### src/rtl/cpu_ctrl_pkg.sv
// Shared control definitions for the 8-bit CPU: sequencer state encoding,
// halt instruction default, strobe bundle and opcode constants used by control_unit.
package cpu_ctrl_pkg;

  typedef enum logic [3:0] {
    ST_IDLE    = 4'd0,
    ST_FETCH   = 4'd1,
    ST_DECODE  = 4'd2,
    ST_REGREAD = 4'd3,
    ST_EXECUTE = 4'd4,
    ST_MEM     = 4'd5,
    ST_WBSEL   = 4'd6,
    ST_WB      = 4'd7,
    ST_PCUPD   = 4'd8,
    ST_HALT    = 4'd9
  } seq_state_e;

  localparam logic [7:0] HALT_INSTR_DEFAULT = 8'h00;

  // Opcode lives in instruction bits [7:5]
  localparam logic [2:0] OP_BEQ = 3'b011;
  localparam logic [2:0] OP_BNE = 3'b100;
  localparam logic [2:0] OP_LW  = 3'b101;
  localparam logic [2:0] OP_SW  = 3'b110;

  typedef struct packed {
    logic fetch;
    logic decode;
    logic regread;
    logic execute;
    logic mem_req;
    logic wbsel;
    logic wb;
    logic pc;
    logic startup;
    logic halted;
  } strobe_t;

  function automatic logic is_halt(input logic [7:0] instr, input logic [7:0] halt_instr);
    return instr == halt_instr;
  endfunction

  function automatic logic [2:0] opcode_of(input logic [7:0] instr);
    return instr[7:5];
  endfunction

endpackage

### src/rtl/seq_timeout_counter.sv
// MEM-stage wait counter: held at zero while clr is high, counts up otherwise,
// and flags when the count equals the programmed limit.
module seq_timeout_counter (
  input  logic       clk,
  input  logic       rst_n,
  input  logic       clr,
  input  logic [7:0] limit,
  output logic       hit
);

  logic [7:0] cnt_q, cnt_d;

  always_comb begin
    cnt_d = cnt_q;
    if (clr) begin
      cnt_d = '0;
    end else if (cnt_q != 8'hFF) begin
      cnt_d = cnt_q + 8'd1;
    end
  end

  always_ff @(posedge clk or negedge rst_n) begin
    if (!rst_n) begin
      cnt_q <= '0;
    end else begin
      cnt_q <= cnt_d;
    end
  end

  assign hit = (cnt_q == limit);

endmodule

### src/rtl/cpu_stage_sequencer.sv
// Multicycle control FSM for the 8-bit CPU: one-cycle stage enables on a single clock,
// start/halt, single-step, data-memory handshake with timeout and a retired counter.
module cpu_stage_sequencer
  import cpu_ctrl_pkg::*;
#(
  parameter logic [7:0]  HALT_INSTR  = HALT_INSTR_DEFAULT,
  parameter int unsigned MEM_TIMEOUT = 15,
  parameter bit          SKIP_NO_MEM = 1'b1,
  parameter int unsigned CNT_W       = 16
) (
  input  logic             clk,
  input  logic             rst_n,
  input  logic             start,
  input  logic             single_step,
  input  logic             step,
  input  logic [7:0]       instruction_data,
  input  logic             mem_r_en,
  input  logic             mem_w_en,
  input  logic             reg_w_en,
  input  logic             mem_ack,
  output logic             fetch_en,
  output logic             decode_en,
  output logic             regread_en,
  output logic             execute_en,
  output logic             mem_req,
  output logic             wbsel_en,
  output logic             wb_en,
  output logic             pc_en,
  output logic             startup,
  output logic             halted,
  output logic             mem_error,
  output logic [3:0]       state_o,
  output logic [CNT_W-1:0] retired
);

  seq_state_e       state_q, state_d;
  strobe_t          out_q, out_d;
  logic             mem_error_q, mem_error_d;
  logic             first_q, first_d;
  logic [CNT_W-1:0] retired_q, retired_d;

  logic mem_any;
  logic to_clr;
  logic to_hit;

  assign mem_any = mem_r_en | mem_w_en;
  assign to_clr  = (state_q != ST_MEM);

  seq_timeout_counter u_timeout (
    .clk   (clk),
    .rst_n (rst_n),
    .clr   (to_clr),
    .limit (8'(MEM_TIMEOUT)),
    .hit   (to_hit)
  );

  always_comb begin
    state_d     = state_q;
    mem_error_d = mem_error_q;
    first_d     = first_q;
    retired_d   = retired_q;

    case (state_q)
      ST_IDLE: begin
        if (start || (step && single_step)) begin
          state_d = ST_FETCH;
          first_d = 1'b1;
        end
      end
      ST_FETCH:   state_d = is_halt(instruction_data, HALT_INSTR) ? ST_HALT : ST_DECODE;
      ST_DECODE:  state_d = ST_REGREAD;
      ST_REGREAD: state_d = ST_EXECUTE;
      ST_EXECUTE: state_d = (mem_any || !SKIP_NO_MEM) ? ST_MEM : ST_WBSEL;
      ST_MEM: begin
        // An ack arriving on the final allowed cycle still completes the access
        if (!mem_any || mem_ack) begin
          state_d = ST_WBSEL;
        end else if (to_hit) begin
          state_d     = ST_HALT;
          mem_error_d = 1'b1;
        end
      end
      ST_WBSEL:   state_d = ST_WB;
      ST_WB:      state_d = ST_PCUPD;
      ST_PCUPD: begin
        retired_d = retired_q + CNT_W'(1);
        first_d   = 1'b0;
        state_d   = single_step ? ST_IDLE : ST_FETCH;
      end
      ST_HALT: begin
        if (start) begin
          state_d = ST_FETCH;
          first_d = 1'b1;
        end
      end
      default: state_d = ST_IDLE;
    endcase

    // Outputs are decoded from the next state so the registered strobes line up with state_q
    out_d = '0;
    case (state_d)
      ST_FETCH:   out_d.fetch   = 1'b1;
      ST_DECODE:  out_d.decode  = 1'b1;
      ST_REGREAD: out_d.regread = 1'b1;
      ST_EXECUTE: out_d.execute = 1'b1;
      ST_MEM:     out_d.mem_req = mem_any;
      ST_WBSEL:   out_d.wbsel   = 1'b1;
      ST_WB:      out_d.wb      = reg_w_en;
      ST_PCUPD: begin
        out_d.pc      = 1'b1;
        out_d.startup = first_d;
      end
      ST_HALT:    out_d.halted  = 1'b1;
      default:    out_d = '0;
    endcase
  end

  always_ff @(posedge clk or negedge rst_n) begin
    if (!rst_n) begin
      state_q     <= ST_IDLE;
      out_q       <= '0;
      mem_error_q <= 1'b0;
      first_q     <= 1'b1;
      retired_q   <= '0;
    end else begin
      state_q     <= state_d;
      out_q       <= out_d;
      mem_error_q <= mem_error_d;
      first_q     <= first_d;
      retired_q   <= retired_d;
    end
  end

  assign fetch_en   = out_q.fetch;
  assign decode_en  = out_q.decode;
  assign regread_en = out_q.regread;
  assign execute_en = out_q.execute;
  assign mem_req    = out_q.mem_req;
  assign wbsel_en   = out_q.wbsel;
  assign wb_en      = out_q.wb;
  assign pc_en      = out_q.pc;
  assign startup    = out_q.startup;
  assign halted     = out_q.halted;
  assign mem_error  = mem_error_q;
  assign state_o    = state_q;
  assign retired    = retired_q;

endmodule

### config.mk
export PLATFORM = sky130hd
export DESIGN_NAME = cpu_stage_sequencer
export DESIGN_NICKNAME = d
export VERILOG_FILES = /design/src/rtl/cpu_ctrl_pkg.sv /design/src/rtl/seq_timeout_counter.sv /design/src/rtl/cpu_stage_sequencer.sv
export SDC_FILE = /design/constraint.sdc
export NUM_CORES = 1
export LEC_CHECK = 0
export CAP_MARGIN = 25
export CORE_AREA = 2 2 87 89
export DETAILED_ROUTE_END_ITERATION = 7
export DIE_AREA = 0 0 89 91
export DONT_BUFFER_PORTS = 1
export PLACE_DENSITY = 0.5
export SLEW_MARGIN = 20
export SYNTH_ARGS = -nofsm -noshare
export SYNTH_HDL_FRONTEND = slang
export SYNTH_HIERARCHICAL = 1
export SYNTH_SLANG_ARGS = --single-unit
### constraint.sdc
create_clock -name clk -period 2.62 [get_ports clk]
set_clock_uncertainty 0.2 [all_clocks]
set_input_delay 0.262 -clock clk [delete_from_list [all_inputs] [get_ports clk]]
set_output_delay 0.262 -clock clk [all_outputs]
set_load 0.01 [all_outputs]
==> impl_metrics.csv <==
group,metric,value,unit
run_status,status,"complete, no violations",
timing,fin_crit_sh,0.817,
cells_and_area,fin_util,0.325,
placement,port_buffers,0,
global_routing,grt_pass1_vias,1402,
setup_path,cp.buffers_inverters,0,
clocking,cts_root_buf,"clkbuf_8",
timing,slew_headroom,0.620,
synthesis,syn-mean-instance-area,10.4,µm²
setup_path,cp-end-kind,"register",
power,peakVddDrop,0.333,mV
routing,drtIter0Drc,23,
setup_path,r2r_slack,480,ps
clocking,cts_buffer_depth,2,
die,io_pins,48,
cells_and_area,drive_above_1_share,0.118,
routing,via_per_inst,4.75,
global_routing,track_usage,0.115,
timing,rsz0062_at_grt,"false",
cells_and_area,layout_common_cells,"39 x dfrtp_1, 18 x xnor2_1, 14 x nor2_1, 14 x nand2_1",
power,power_per_cell_area,782,nW/µm²
timing,setup_viol,0,
clocking,htree_num_levels,2,
cells_and_area,largest_reg_flops,16,
synthesis,synth-edff-count,0,
cells_and_area,fillers,764,
cells_and_area,area_growth,11.7,%
die,dieHeight,91,µm
global_routing,grt_pass1_wl,7.16,mm
setup_path,worst_ep_arrival_time,2120,ps
routing,firstDrtPassIters,4,
power,power_switching_share,0.370,
routing,wire_per_inst,14.3,µm
placement,gp_congestion,0.737,
timing,fin_crit,2140,ps
cells_and_area,nNetsFinal,229,
timing,clock.fmax,467,MHz
cells_and_area,final_common_cell,"dfrtp_1",
synthesis,ys_seq_area_frac,0.482,
die,dieWidth,89,µm
die,initial_utilization,0.291,
setup_path,crit_family,"simple AND/OR/NAND/NOR gates",
clocking,cts_setup_buffers,0,
power,seqPwrFrac,0.470,
clocking,path_clk_slew,80,ps
synthesis,synthFlopType,"dfrtp_1",
power,power_frac_comb,0.310,
setup_path,critPathRequiredTime,2600,ps
placement,hpwl,3.14,mm
power,clkPwrFrac,0.220,
synthesis,postSynthRegisterBits,40,
routing,remaining_drc_errors,0,
setup_path,critPathLaunchType,"register",
setup_path,critical-path-max-stage-delay,590,ps
routing,routed_wirelength,4.45,mm
global_routing,antenna_found_initial,0,
routing,antenna_left,0,
timing,tns,0,ps
worst_hold_path,hp-class,"input port to register",
timing,worst_pin_slew,570,ps
clocking,clk-insertion-delay-late,290,ps
setup_path,crit_type,"register to register",
global_routing,grt_max_degree,41,
timing,drv_slew,0,
power,net-switching-power,0.672,mW
setup_path,worst_path_max_delay_cell,"or4b_4",
synthesis,syn_inst,200,
setup_path,cp_max_fo,6,
clocking,cts_tree,"built",
routing,num_vias,1474,
clocking,cts_buffers,5,
power,p_leak,1.00,nW
synthesis,synth_cell_types,54,
power,p_int,1.14,mW
die,fp.coreArea,7140,µm²
die,dieArea,8100,µm²
synthesis,async_flop_share,1.00,
setup_path,cp_cell_sequence,"or4b_4 > or4_4 > nand2b_4 > xnor2_2",
cells_and_area,antenna_cells,0,
synthesis,synth_warnings,6,
run,max_cap_violations,0,
die,rows,31,
clocking,clkSinkCount,40,
timing,hold_violations,0,
synthesis,synth_area,2080,µm²
global_routing,grt_overflow_total,0,
==> synthesized netlist by cell type, types with 2 or more instances <==
cell type,count,area [µm²]
a21o_1,2,15.0
a21oi_1,6,30.0
a31oi_1,4,25.0
and2_1,3,18.8
and3_1,4,25.0
and4_1,3,26.3
buf_2,3,15.0
buf_6,4,45.0
clkbuf_1,4,15.0
conb_1,2,7.51
dfrtp_1,39,976
ha_1,2,25.0
inv_1,4,15.0
nand2_1,14,52.6
nand2b_1,3,18.8
nand3_1,9,45.0
nand4_1,6,37.5
nor2_1,14,52.6
nor3_1,9,45.0
nor3b_1,2,15.0
nor4b_1,5,43.8
o21ai_0,4,20.0
o21bai_1,3,22.5
or4_1,2,15.0
xnor2_1,18,158
xor2_1,3,26.3
==> path summary, 6_finish.rpt <==
kind | start | to | cells after the start
max | state_o[2] | retired[12] | 4
min | start | fetch_en | 2
max reg2reg | state_o[2] | retired[12] | 4
min reg2reg | first_q | startup | 1
max in group asynchronous | rst_n | first_q | 2
min in group asynchronous | rst_n | retired[12] | 2
==> area by class of cell <==
cell class / count / area (µm²) / area share
clock buffer: 6 / 72.6 / 0.0313
clock inverter: 2 / 12.5 / 0.00539
inverter: 4 / 15.0 / 0.00647
multi-input combinational: 149 / 997 / 0.430
sequential: 40 / 1000 / 0.432
tap: 99 / 124 / 0.0534
timing repair buffer: 10 / 97.6 / 0.0420
==> power groups by stage <==
stage / Clock [mW] / Sequential, mW / Combinational (mW)
2_1_floorplan: 0 / 0.857 / 0.410
3_3_place_gp: 0 / 0.865 / 0.539
3_5_place_dp: 0 / 0.868 / 0.544
4_1_cts: 0.423 / 0.855 / 0.567
5_1_grt: 0.454 / 0.868 / 0.638
6_report: 0.399 / 0.852 / 0.563
==> logic make-up after synthesis <==
kind of cell	Yosys count	synth area share
adders and majority gates	2	0.0120
DFF	40	0.482
buffers and inverters	17	0.0488
other	2	0.00361
xor gates and xnor gates	23	0.104
and+or+nand+nor	88	0.258
AOI/OAI and AO/OA	28	0.0909
==> stage by stage <==
| stage | total power, mW | hold slack, ps | setup slack [ps] | cells | cell area, µm² |
|---|---|---|---|---|---|
| final | 1.81 | 6.62 | 479 | 310 | 2320 |
| after global routing | 1.96 | 53.8 | 390 | 310 | 2320 |
| after CTS | 1.84 | 4.69 | 473 | 310 | 2320 |
| after detailed placement | 1.41 | -232 | 477 | 297 | 2180 |
| after global placement | 1.40 | -232 | 496 | 297 | 2180 |
| after floorplan | 1.27 | -234 | 270 | 206 | 2100 |
==> timing repair <==
action | 4_1_cts | 5_1_grt
gates resized for setup | 0 | 0
hold endpoints to repair | 44 | 0
hold buffers | 5 | 0
==> metal layers <==
metal | vias to the layer above | wire (µm) | track usage
met2 | 44 | 1990 | 0.171
met1 | 704 | 2040 | 0.147
met4 | 0 | 46 | 0.0410
li1 | 722 | - | -
met3 | 4 | 363 | 0.0509
met5 | - | 0 | 0
Note: power is estimated with default switching activity, not from simulation.
